==> src/rtl/atm_pkg.sv <==
// Shared encodings and helpers for the ATM display-mux sequencer.
package atm_pkg;
  localparam int SEL_W  = 4;
  localparam int NSLOTS = 16;

  typedef enum logic [1:0] {
    IDLE = 2'd0,
    SHOW = 2'd1,
    DONE = 2'd2
  } state_t;

  // Window lengths above the number of mux inputs collapse to a full sweep.
  function automatic logic [4:0] clamp_count(input logic [4:0] c);
    return (c > 5'(NSLOTS)) ? 5'(NSLOTS) : c;
  endfunction
endpackage

==> src/rtl/scan_dwell_timer.sv <==
// Loadable down-counter that times how long each mux slot is held.
module scan_dwell_timer #(
  parameter int W = 2
) (
  input  logic         Clock,
  input  logic         Resetn,
  input  logic         Load,
  input  logic [W-1:0] LoadVal,
  output logic         Zero
);
  logic [W-1:0] cnt;

  always_ff @(posedge Clock or negedge Resetn) begin
    if (!Resetn)
      cnt <= '0;
    else if (Load)
      cnt <= LoadVal;
    else if (cnt != '0)
      cnt <= cnt - W'(1);
  end

  assign Zero = (cnt == '0);
endmodule

==> src/rtl/mux_scan_ctrl.sv <==
// Walks the 16-to-1 display mux select through a window of slots, holding each
// for DWELL cycles; all outputs are registered.
module mux_scan_ctrl
  import atm_pkg::*;
#(
  parameter int DWELL = 4
) (
  input  logic       Clock,
  input  logic       Resetn,
  input  logic       Start,
  input  logic       Stop,
  input  logic [3:0] First,
  input  logic [4:0] Count,
  input  logic       Repeat,
  output logic       S3,
  output logic       S2,
  output logic       S1,
  output logic       S0,
  output logic       Valid,
  output logic       Busy,
  output logic       Done
);
  localparam int DW_W = (DWELL > 1) ? $clog2(DWELL) : 1;
  localparam logic [DW_W-1:0] DW_RELOAD = DW_W'(DWELL - 1);

  state_t state, state_nxt;
  logic [SEL_W-1:0] sel, sel_nxt;
  logic [SEL_W-1:0] rem, rem_nxt;
  logic [SEL_W-1:0] first_q, first_nxt;
  logic [SEL_W-1:0] last_q, last_nxt;
  logic [4:0]       count_cl;
  logic [SEL_W-1:0] cnt_m1;
  logic             load;
  logic             zero;

  assign count_cl = clamp_count(Count);
  assign cnt_m1   = SEL_W'(count_cl - 5'd1);

  scan_dwell_timer #(.W(DW_W)) u_dwell (
    .Clock   (Clock),
    .Resetn  (Resetn),
    .Load    (load),
    .LoadVal (DW_RELOAD),
    .Zero    (zero)
  );

  always_comb begin
    state_nxt = state;
    sel_nxt   = sel;
    rem_nxt   = rem;
    first_nxt = first_q;
    last_nxt  = last_q;
    load      = 1'b0;
    case (state)
      IDLE: begin
        if (Start && !Stop) begin
          if (count_cl == 5'd0) begin
            state_nxt = DONE;
          end else begin
            state_nxt = SHOW;
            sel_nxt   = First;
            first_nxt = First;
            last_nxt  = cnt_m1;
            rem_nxt   = cnt_m1;
            load      = 1'b1;
          end
        end
      end
      SHOW: begin
        // Stop beats every dwell/advance decision in the same cycle.
        if (Stop) begin
          state_nxt = IDLE;
        end else if (zero) begin
          if (rem != '0) begin
            sel_nxt = sel + SEL_W'(1);
            rem_nxt = rem - SEL_W'(1);
            load    = 1'b1;
          end else if (Repeat) begin
            sel_nxt = first_q;
            rem_nxt = last_q;
            load    = 1'b1;
          end else begin
            state_nxt = DONE;
          end
        end
      end
      DONE:    state_nxt = IDLE;
      default: state_nxt = IDLE;
    endcase
  end

  always_ff @(posedge Clock or negedge Resetn) begin
    if (!Resetn) begin
      state   <= IDLE;
      sel     <= '0;
      rem     <= '0;
      first_q <= '0;
      last_q  <= '0;
      Valid   <= 1'b0;
      Busy    <= 1'b0;
      Done    <= 1'b0;
    end else begin
      state   <= state_nxt;
      sel     <= sel_nxt;
      rem     <= rem_nxt;
      first_q <= first_nxt;
      last_q  <= last_nxt;
      Valid   <= (state_nxt == SHOW);
      Busy    <= (state_nxt != IDLE);
      Done    <= (state_nxt == DONE);
    end
  end

  assign {S3, S2, S1, S0} = sel;
endmodule

==> config.mk <==
export PLATFORM = sky130hd
export DESIGN_NAME = mux_scan_ctrl
export DESIGN_NICKNAME = d
export VERILOG_FILES = /design/src/rtl/atm_pkg.sv /design/src/rtl/scan_dwell_timer.sv /design/src/rtl/mux_scan_ctrl.sv
export SDC_FILE = /design/constraint.sdc
export NUM_CORES = 1
export LEC_CHECK = 0
export BUFFER_PORTS_ARGS = -buffer_cell sky130_fd_sc_hd__buf_2
export CORE_MARGIN = 1
export CORE_UTILIZATION = 58
export CTS_BUF_LIST = sky130_fd_sc_hd__clkbuf_8
export CTS_CLUSTER_DIAMETER = 200
export DETAILED_ROUTE_END_ITERATION = 7
export HOLD_SLACK_MARGIN = 0.06
export PLACE_DENSITY = 0.81
export SETUP_SLACK_MARGIN = 0.5
export SLEW_MARGIN = 5
export SYNTH_ARGS = -nofsm -noshare
export SYNTH_HDL_FRONTEND = slang
export SYNTH_SLANG_ARGS = --single-unit
==> constraint.sdc <==
create_clock -name Clock -period 2.52 [get_ports Clock]
set_clock_uncertainty 0.2 [all_clocks]
set_input_delay 0 -clock Clock [delete_from_list [all_inputs] [get_ports Clock]]
set_output_delay 0 -clock Clock [all_outputs]
set_load 0.005 [all_outputs]
==> results.toml <==
[run_status]
status = "complete, no violations"

[route]
via_per_inst = 6.07
ant_nets = 0
drt-total-wl_um = 4100
drt_iter0_markers = 47
drc = 0
via_count = 1262
wire_per_inst_um = 19.7
firstDrtPassIters = 4

[global_route]
grt_pass1_wl_um = 5800
gr-usage-met1_pct = 37.1
met2_usage_pct = 56.1
antenna_found_initial = 0
grt-busiest-layer = "met2"
grt_max_degree = 24
grt_pass1_vias = 1237
overflow = 0
track_usage_pct = 32.1
met3_usage_pct = 4.63

[clocking]
cts.sinks = 23
cts-root-buf = "clkbuf_8"
cts.clk_slew.worst_paths_ps = 90
clock_latency_ps = 270
tritoncts = "built"
cts_made_buffers = 3
cts_buffer_depth = 2
htree_levels = 1

[timing]
setup_violations = 0
drv_slew = 0
max_slew_margin_pct = 64.9
tightest_slew_ps = 527
fmax_mhz = 474
finalSetupTns_ps = 0
period_share_pct = 83.7
setup_ws_ps = 411
fin_crit_ps = 2110
finalHoldViolations = 0
grt_setup_unrepaired = "true"

[die]
die_x_um = 49.6
fp.dieArea_um2 = 2460
start_util_pct = 64.3
die_h_um = 49.6
boundaryPins = 21
num_rows = 16
fp.coreArea_um2 = 2040

[setup_path]
end_kind = "register"
cp-start-kind = "register"
critPathRequiredTime_ps = 2470
critPathKind = "reg -> reg"
cp.arrival_ps = 2060
worst-r2r-setup-slack_ps = 410
reg2reg_from = "rem[1]"
critical_path.max_fanout = 6
worstRegToRegCells = 7
r2r_end = "sel[2]"

[finish]
n_fill_cell = 87
num_antenna_cells = 0
seq_area_um2 = 576
final_net_count = 201
multi_input_area_um2 = 726
areaGrowthSynthToFinish_pct = 37.4
final_layout_size_suffix_gt1_share_pct = 33.1

[synth]
synth_seq_area_share_pct = 43.8
synth-simple-area-share_pct = 17.5
synth_area_um2 = 1310
synth_top_area_share_pct = 43.8
synth_top_area_cell = "dfrtp_1"
synth_adder_area_share_pct = 4.76
synth_nets = 150
synth.distinct_cells = 38
netlist_top_cells_area = "dfrtp_1 44%, mux2i_1 6.9%, nand2_1 6.3%, ha_1 4.8%, mux2_4 3.4%"
synth-warning-count = 0
synthMuxAreaShare_pct = 11.1
syn_area_per_cell_um2 = 10.0
ys_seq_elements = 23
syn-instance-count = 131
synth_xor_xnor_area_share_pct = 3.33
synth_compound_gate_area_share_pct = 13.9
synth_top_family_by_area = "simple AND/OR/NAND/NOR gates"

[pwr]
p_seq_share_pct = 39.2
pwr-share-clk_pct = 14.6
cellInternalPower_uw = 970
p_leak_nw = 0.874
sw_frac_of_total_pct = 39.6
p_sw_uw = 635
pwr-share-comb_pct = 46.2
power_density_nw_per_um2 = 889
ir_worst_vdd_v = 0.000771

[placement]
routabilityCongestion = 0.854
dpl.hpwl_um = 1850
portBuffers = 20
dp_worst_setup_slack_ps = 321

[flow_run]
drv_cap = 0

[min_path]
hold_class = "in -> async"
-- per-layer routing --
layer,vias up,wire (um)
li1,557,-
met2,61,2070
met1,630,1670
met4,0,131
met5,-,0
met3,14,225
-- cell usage in the layout (no fill, tap or decap), drive strengths merged, types with 2 or more instances in the layout --
master       count
o32ai            2
nor2             4
buf             37
ha               5
nor4b            2
o21ai            8
xor2             3
o22ai            2
mux2             4
a211oi           2
or4b             2
a21oi            7
clkbuf           3
nand3            2
xnor2            2
nor2b            2
nand2           22
nand2b           5
dlygate4sd3     15
inv              8
mux2i            9
dfrtp           23
-- final cells by class --
cell class | count | area share (%)
clock buffers | 3 | 2.29
flip-flops and latches | 23 | 31.9
inverters | 8 | 1.66
multi-input cells | 94 | 40.2
well taps | 27 | 1.87
clock inverters | 1 | 0.277
repair buffers | 52 | 21.8
-- cell families after synthesis --
| kind of cell | count (synthesis) |
|---|---|
| and+or+nand+nor | 44 |
| AOI/OAI and AO/OA | 27 |
| DFF | 23 |
| buffers and inverters | 14 |
| muxes | 13 |
| xor gates and xnor gates | 5 |
| adders and majority gates | 5 |
-- cell usage after synthesis (all sizes together) --
cell type,instances
dfrtp,23
nand2,22
mux2i,9
inv,8
o21ai,8
a21oi,7
ha,5
nand2b,5
buf,4
mux2,4
nor2,4
xor2,3
a211oi,2
clkbuf,2
nand3,2
nor2b,2
nor4b,2
o22ai,2
o32ai,2
or4b,2
xnor2,2
a31oi,1
and2,1
nor3b,1
nor4,1
o21ba,1
o21bai,1
o31a,1
o31ai,1
o41ai,1
or2,1
or3,1
-- through the flow --
| stage | util (%) | hold slack (ps) | instance area (um2) | cells | power, mW |
|---|---|---|---|---|---|
| after floorplan | - | -496 | 1320 | 131 | 0.975 |
| after global placement | 69.5 | -208 | 1420 | 174 | 1.08 |
| after detailed placement | 69.5 | -207 | 1420 | 174 | 1.12 |
| after CTS | 81.7 | -193 | 1670 | 195 | 1.41 |
| after global routing | 88.4 | 79.5 | 1810 | 208 | 1.69 |
| final | 88.4 | 28.8 | 1810 | 208 | 1.60 |
-- critical path, cell delays in order (launching register included) --
cell and delay [ps]:
dfrtp_1 450, inv_2 110, ha_4 150, nor3b_4 210, buf_6 170, mux2i_2 280, o21ai_1 140, mux2_4 280
-- sequential cells by signal (all words and copies together), names as in the netlist, 2 cells and up --
register / cells
state: 2
last_q: 4
first_q: 4
rem: 4
u_dwell.cnt: 2
sel: 4
-- worst max-delay path by stage --
stage	start	to	slack, ps	depth (start not counted)
5_1_grt	rem[1]	rem[0]	390	9
4_1_cts	rem[0]	sel[2]	500	7
3_5_place_dp	Count[4]	rem[0]	320	7
3_3_place_gp	state[0]	sel[2]	420	4
2_1_floorplan	state[0]	rem[1]	450	6
6_report	rem[1]	sel[2]	410	7
-- repair_timing --
item                       4_1_cts  5_1_grt
gates resized for setup          9        8
setup buffers                    4       11
hold endpoints to repair        42        2
hold buffers                    13        3
setup endpoints to repair        9       35
pin swaps                        2        2
-- power by group through the flow --
stage	combinational, mW	clock (mW)	sequential [mW]
after global placement	0.492	0	0.590
after global routing	0.796	0.250	0.639
after CTS	0.574	0.229	0.607
after floorplan	0.400	0	0.575
final	0.741	0.234	0.629
after detailed placement	0.521	0	0.595
Power figures use the tool's default switching activity.
